--- src/rtl/shift_exec_stage.sv ---
// Two-stage registered execute wrapper around the ALU shift path.
// Operands are captured in S1; the shifted result and zero flag are registered in S2.
module shift_exec_stage #(
    parameter int N  = 32,
    parameter int SW = $clog2(N)
) (
    input  logic          clk,
    input  logic          rst,
    input  logic          in_valid,
    output logic          in_ready,
    input  logic [1:0]    in_op,
    input  logic [N-1:0]  in_a,
    input  logic [SW-1:0] in_shamt,
    output logic          out_valid,
    input  logic          out_ready,
    output logic [N-1:0]  out_result,
    output logic          out_zero,
    output logic [31:0]   out_count
);

    localparam logic [1:0] OP_SLL = 2'b00;
    localparam logic [1:0] OP_SRL = 2'b01;
    localparam logic [1:0] OP_SRA = 2'b10;
    localparam logic [1:0] OP_ROR = 2'b11;

    logic          s1_valid_r;
    logic [1:0]    s1_op_r;
    logic [N-1:0]  s1_a_r;
    logic [SW-1:0] s1_shamt_r;

    logic          s2_valid_r;
    logic [N-1:0]  result_r;
    logic          zero_r;
    logic [31:0]   count_r;

    logic          s2_free_s;
    logic          accept_s;
    logic          advance_s;
    logic          drain_s;
    logic [N-1:0]  shift_s;

    function automatic logic [N-1:0] shl_fn(input logic [N-1:0] a, input logic [SW-1:0] sh);
        return a << sh;
    endfunction

    function automatic logic [N-1:0] shr_fn(input logic [N-1:0] a, input logic [SW-1:0] sh);
        return a >> sh;
    endfunction

    function automatic logic [N-1:0] sra_fn(input logic [N-1:0] a, input logic [SW-1:0] sh);
        logic signed [N-1:0] sa;
        sa = a;
        return sa >>> sh;
    endfunction

    // Rotate by shifting a doubled copy so shamt=0 needs no special case.
    function automatic logic [N-1:0] ror_fn(input logic [N-1:0] a, input logic [SW-1:0] sh);
        logic [2*N-1:0] dbl;
        dbl = {a, a} >> sh;
        return dbl[N-1:0];
    endfunction

    assign s2_free_s  = !s2_valid_r || out_ready;
    assign in_ready   = !s1_valid_r || s2_free_s;
    assign accept_s   = in_valid && in_ready;
    assign advance_s  = s1_valid_r && s2_free_s;
    assign drain_s    = s2_valid_r && out_ready;

    assign out_valid  = s2_valid_r;
    assign out_result = result_r;
    assign out_zero   = zero_r;
    assign out_count  = count_r;

    // Select the shifter output for the op held in S1.
    always_comb begin
        shift_s = {N{1'b0}};
        case (s1_op_r)
            OP_SLL:  shift_s = shl_fn(s1_a_r, s1_shamt_r);
            OP_SRL:  shift_s = shr_fn(s1_a_r, s1_shamt_r);
            OP_SRA:  shift_s = sra_fn(s1_a_r, s1_shamt_r);
            OP_ROR:  shift_s = ror_fn(s1_a_r, s1_shamt_r);
            default: shift_s = {N{1'b0}};
        endcase
    end

    // S1 operand capture; a same-edge accept takes priority over emptying.
    always_ff @(posedge clk or posedge rst) begin
        if (rst) begin
            s1_valid_r <= 1'b0;
            s1_op_r    <= 2'b00;
            s1_a_r     <= {N{1'b0}};
            s1_shamt_r <= {SW{1'b0}};
        end else if (accept_s) begin
            s1_valid_r <= 1'b1;
            s1_op_r    <= in_op;
            s1_a_r     <= in_a;
            s1_shamt_r <= in_shamt;
        end else if (advance_s) begin
            s1_valid_r <= 1'b0;
        end else begin
            s1_valid_r <= s1_valid_r;
        end
    end

    // S2 result register; value and zero flag only change when S1 advances.
    always_ff @(posedge clk or posedge rst) begin
        if (rst) begin
            s2_valid_r <= 1'b0;
            result_r   <= {N{1'b0}};
            zero_r     <= 1'b0;
        end else if (advance_s) begin
            s2_valid_r <= 1'b1;
            result_r   <= shift_s;
            zero_r     <= (shift_s == {N{1'b0}});
        end else if (drain_s) begin
            s2_valid_r <= 1'b0;
        end else begin
            s2_valid_r <= s2_valid_r;
        end
    end

    // Completed output handshakes; wraps silently.
    always_ff @(posedge clk or posedge rst) begin
        if (rst) begin
            count_r <= 32'd0;
        end else if (drain_s) begin
            count_r <= count_r + 32'd1;
        end else begin
            count_r <= count_r;
        end
    end

endmodule

--- config.mk ---
export PLATFORM = sky130hd
export DESIGN_NAME = shift_exec_stage
export DESIGN_NICKNAME = d
export VERILOG_FILES = /design/src/rtl/shift_exec_stage.sv
export SDC_FILE = /design/constraint.sdc
export NUM_CORES = 1
export LEC_CHECK = 0
export ABC_AREA = 1
export CAP_MARGIN = 5
export CORE_ASPECT_RATIO = 0.6
export CORE_UTILIZATION = 35
export CTS_CLUSTER_SIZE = 28
export DETAILED_ROUTE_END_ITERATION = 8
export PLACE_DENSITY = 0.56
export SYNTH_ARGS = -nofsm -noshare
export SYNTH_HDL_FRONTEND = slang
export SYNTH_SLANG_ARGS = --single-unit
--- constraint.sdc ---
create_clock -name clk -period 3.3 [get_ports clk]
set_input_delay 0.495 -clock clk [delete_from_list [all_inputs] [get_ports clk]]
set_output_delay 0.495 -clock clk [all_outputs]
set_load 0.005 [all_outputs]
Word level (Yosys, flattened, before mapping)
Index checks and enable logic that the tools add are counted.
{"block": "word_totals", "output_inout_bits": 67, "n_memories": 0, "mem_bits_ro": 0, "ff_bits": 106, "ramBits": 0, "wordCells": 32, "inputBits": 43, "latch_bits": 0}
{"block": "op_classes", "eq_ne": 3, "mux": 5, "mul": 0, "bitwise_logic": 0, "add_sub_neg": 1, "n_reduce_logical": 11, "div": 0, "magnitude_cmp": 0, "shifts": 4}
{"cell": "$pmux 32 s4", "count": 1}
{"cell": "$shr 64x5->32", "count": 1}
{"cell": "$add 32x1->32 const B", "count": 1}
{"cell": "$logic_not 32->1", "count": 1}
{"cell": "$shl 32x5->32", "count": 1}
{"cell": "$shr 32x5->32", "count": 1}
{"cell": "$sshr 32x5->32", "count": 1}
{"cell": "$eq 2x2->1 const B", "count": 2}
{"cell": "$mux 1", "count": 4}
{"cell": "$reduce_bool 2->1", "count": 2}
{"cell": "$logic_and 1x1->1", "count": 3}
{"cell": "$eq 2x1->1 const B", "count": 1}
{"cell": "$logic_not 1->1", "count": 2}
{"cell": "$logic_not 2->1", "count": 1}
{"cell": "$logic_or 1x1->1", "count": 2}

Longest topological paths before layout
{"block": "depth", "depth_word": 5, "depth_mapped": 19, "depth_no_buf": 18}

Worst setup path after synthesis
No wires, ideal clock.
{"block": "synth_path", "path_kind": "input to register", "start": "in out_ready", "end": "reg s1_a_r[0]", "arrival_time_ns": 1.659, "setup_ns": 0.125, "setup_slack_ns": 1.516, "t_required_ns": 3.175, "cell_stages": 6, "n_path_buf": 2, "cell_sequence": "inv_1 -> nand3_1 -> nand2_1 -> clkbuf_1 -> buf_2 -> mux2_2"}
{"block": "synth_via", "elab_chain_len": 3}
{"element": "start: declaration", "line_no": "15", "text": "input logic out_ready,"}
{"element": "$logic_or 1x1->1", "line_no": "63", "text": "assign s2_free_s = !s2_valid_r || out_ready;"}
{"element": "$logic_or 1x1->1", "line_no": "64", "text": "assign in_ready = !s1_valid_r || s2_free_s;"}
{"element": "named net in_ready", "line_no": "10", "text": "output logic in_ready,"}
{"element": "$logic_and 1x1->1", "line_no": "65", "text": "assign accept_s = in_valid && in_ready;"}
{"element": "end signal: assignment", "line_no": "91", "text": "s1_a_r <= {N{1'b0}};"}
{"element": "end signal: assignment", "line_no": "96", "text": "s1_a_r <= in_a;"}
{"element": "end: declaration", "line_no": "28", "text": "logic [N-1:0] s1_a_r;"}
The timed path passes the listed nets, and every way through them passes these cells.
A chain may end at the register's enable or synchronous reset.

Worst setup path after layout
{"block": "layout_path", "start": "reg s1_op_r[0]", "end": "reg zero_r (netlist: out_zero)"}
{"block": "layout_via", "elab_chain_len": 3, "elab_cells_between_ends": 6, "cone_classes": "3 x eq/ne; 1 x mux; 2 x reduce/logical"}
{"element": "start: declaration", "line_no": "27", "text": "logic [1:0] s1_op_r;"}
{"element": "start signal: assignment", "line_no": "95", "text": "s1_op_r <= in_op;"}
{"element": "$eq 2x2->1, or another cell as far along", "line_no": "77", "text": "case (s1_op_r)"}
{"element": "$pmux 32 s4 (*)", "line_no": "77"}
{"element": "$logic_not 32->1 (*)", "line_no": "114", "text": "zero_r <= (shift_s == {N{1'b0}});"}
{"element": "end signal: assignment", "line_no": "114"}
{"element": "end: declaration", "line_no": "33", "text": "logic zero_r;"}
Mark *: on every way between the ends. The rest lies on a longest branch, timed or not.

==> flow_summary_export.csv <==
group,metric,value,unit
outcome,outcome,"completed",
run,max_cap_viol_count,0,
setup_path,crit_path_end_kind,"register",
cts,holdBufCountCts,0,
logic_synthesis,synth-seq-cells,106,
logic_synthesis,avgSynthCellArea,6.71,µm²
timing,tightestPinTransition,870,ps
setup_path,critPathLaunchType,"register",
timing,max_freq,354,MHz
finish,drive_above_1_share,11.1,%
timing,setup_viol,0,
cts,tritoncts.num_buffers,9,
cts,clock_latency,380,ps
power,power_frac_comb,53.5,%
logic_synthesis,synth_nets,1327,
drt,wl_per_cell,21.1,µm
finish,area_growth,19.7,%
timing,slew_headroom,41.8,%
global_route,grt_overflow,0,
timing,setup_tns,0,ps
global_route,grt_pass1_wl,54000,µm
placement,routabilityCongestion,1.04,
power,powerDensity,610,mW/mm²
global_route,grtUsageTotal,29.2,%
power,p_switching,2.92,mW
placement,postPlaceCellArea,0.0100,mm²
floorplan,core,0.0242,mm²
cts,cts_setup_buffers,0,
finish,final_common_cell,"nand3_1",
timing,min_period_over_period,85.6,%
logic_synthesis,synth_compound_area_share,5.49,%
setup_path,crit_fanout,14,
global_route,antenna_found_initial,0,
floorplan,start_util,35.6,%
drt,via_count,9471,
logic_synthesis,synth_edf_count,0,
logic_synthesis,synth_top_family_by_area,"simple AND/OR/NAND/NOR gates",
logic_synthesis,synthFlopType,"dfrtp_1",
drt,drt_wl_total,35500,µm
setup_path,r2r_slack,470,ps
power,pwr-share-seq,29.1,%
logic_synthesis,synth_fa_ha_area_share,0.145,%
logic_synthesis,synth_xor_area_share,3.05,%
floorplan,ios,110,
drt,ant_nets,0,
logic_synthesis,synth-seq-area-share,30.8,%
cts,cts_max_path_buffers,2,
min_path,hold_path.startpoint,"out_result[26]",
drt,drt_first_pass_iters,6,
power,peakVddDrop,0.284,mV
min_path,hold_class,"register to register",
power,p_int,3.37,mW
min_path,hold_end,"out_result[26]",
global_route,grt_max_degree,68,
timing,holdWs,482,ps
placement,dp_hpwl,28400,µm
timing,fin_skew,5.17,ps
setup_path,r2r_end,"out_zero",
placement,port_buffers,109,
drt,drc,0,
setup_path,worstPathRequired,3620,ps
finish,nets,1404,
setup_path,path_class,"register to register",
cts,cts-resized-gates,0,
setup_path,crit_chain,"inv_1 > nand2_1 > nor2_1 > inv_1 > nor2_1 > inv_1 > nand2_1 > nor2_1 > nand3_1 > nor2_1 > nand2_1 > nor2_1 > nand2_1 > nand2_1",
logic_synthesis,syn_inst,1283,
setup_path,arrival,3140,ps
setup_path,slowest_delay,730,ps
cts,cts_tree,"yes",
logic_synthesis,syn-cell-area,0.00861,mm²
timing,fin_crit,2830,ps
power,leakage,4.86,nW
logic_synthesis,synthArstFlopShare,100,%
timing,rsz0062_at_grt,"false",
timing,hold_viol,0,
cts,clkTransAtPathRegs,70,ps
finish,n_antenna_cell,0,
global_route,grt_pass1_vias,8600,
min_path,whs_path_depth,2,
timing,drv_slew,0,
floorplan,fp-row-count,44,
logic_synthesis,yosys_warnings,0,
setup_path,crit_slowest_cell,"dfrtp_1",
logic_synthesis,synth.area.mux_share,4.19,%
power,p_sw_share,46.4,%
setup_path,reg2regPathDepth,14,
drt,drt_iter0_markers,1162,
logic_synthesis,yosys.area_share.simple,48.7,%
floorplan,die_area,0.0252,mm²
cts,htreeDepth,3,
logic_synthesis,ys_types,42,
finish,layout_common_cells,"nand3_1 (390), nand2_1 (335), clkdlybuf4s50_1 (109), dfrtp_1 (103), nor2_1 (70)",
drt,vias_per_cell,5.61,
cts,cts.sinks,106,
floorplan,die_x,204,µm
cts,cts_root_buffer,"clkbuf_16",
floorplan,die_h,123,µm
setup_path,worstReg2RegStart,"s1_op_r[0]",
finish,fin_area,0.0103,mm²
power,p_clk_share,17.4,%
## worst max-delay path, delay by kind of cell (launching register included)
family	cells	cell delay (ps)
AND/OR/NAND/NOR	11	1340
flip-flops	1	730
buffers and inverters	3	670
## how the worst max path moves through the flow
| stage | to | start | slack (ps) |
|---|---|---|---|
| after floorplan | out_count[0] | rst | 20 |
| after global placement | out_zero | s1_shamt_r[0] | 500 |
| after detailed placement | out_zero | s1_op_r[0] | 620 |
| after CTS | out_zero | s1_op_r[0] | 600 |
| after global routing | out_zero | s1_op_r[0] | 320 |
| final | out_zero | s1_op_r[0] | 470 |
## metrics by stage
step           utilization (%)  setup slack [ps]  power [mW]  cells
3_3_place_gp              41.4               497        5.16   1671
4_1_cts                   42.6               600        6.26   1687
6_report                  42.6               474        6.29   1687
5_1_grt                   42.6               324        6.73   1687
2_1_floorplan                -              16.1        3.76   1283
3_5_place_dp              41.4               622        5.12   1671
## synth_stat cells (all sizes together) (2+ instances only)
cell,count,area share [%]
a21boi,2,0.17
a21oi,22,1.3
a31oi,7,0.51
buf,53,3.8
clkbuf,22,0.96
dfrtp,106,31
inv,64,2.8
mux2,32,4.2
nand2,364,17
nand3,411,25
nand4,11,0.97
nor2,78,3.8
nor3,11,0.70
nor4,8,0.65
o21ai,53,3.1
xnor2,8,0.81
xor2,22,2.2
## final cells by class
type | instances | area [µm²]
Clock buffer | 12 | 256
Timing Repair Buffer | 141 | 1410
Tap cell | 322 | 403
Clock inverter | 4 | 32.5
Inverter | 65 | 251
Sequential cell | 106 | 2660
Fill cell | 2572 | 13900
Multi-Input combinational cell | 1037 | 5300
## per-layer routing
| metal | part of all wire, % | GRT usage (%) | wire, µm |
|---|---|---|---|
| met1 | 52 | 47.8 | 18600 |
| met2 | 35 | 34.4 | 12500 |
| met3 | 11 | 9.28 | 3870 |
| met4 | 1.5 | 6.81 | 542 |
| met5 | 0 | 0 | 0 |
## power by group through the flow
stage / clock (mW) / combinational, mW / sequential (mW)
floorplan: 0 / 1.95 / 1.80
global placement: 0 / 3.32 / 1.85
detailed placement: 0 / 3.27 / 1.85
CTS: 1.14 / 3.28 / 1.83
global route: 1.19 / 3.66 / 1.88
finish: 1.09 / 3.37 / 1.83
## sequential cells by signal, indices dropped and copies added (netlist names)
name and flops:
out_count 32, s1_shamt_r 5, out_valid 1, s1_a_r 32, s1_valid_r 1, out_zero 1, s1_op_r 2, out_result 32
## logic make-up (layout without fill, tap and decap cells)
logic type	count (synthesis)	count (layout)
flip-flops	106	106
AND/OR/NAND/NOR	886	886
adder cells (fa/ha/maj)	1	1
buffers and inverters	140	222
multiplexers	32	32
XOR/XNOR	30	30
AO/OA/AOI/OAI	88	88
Power figures use the tool's default switching activity.
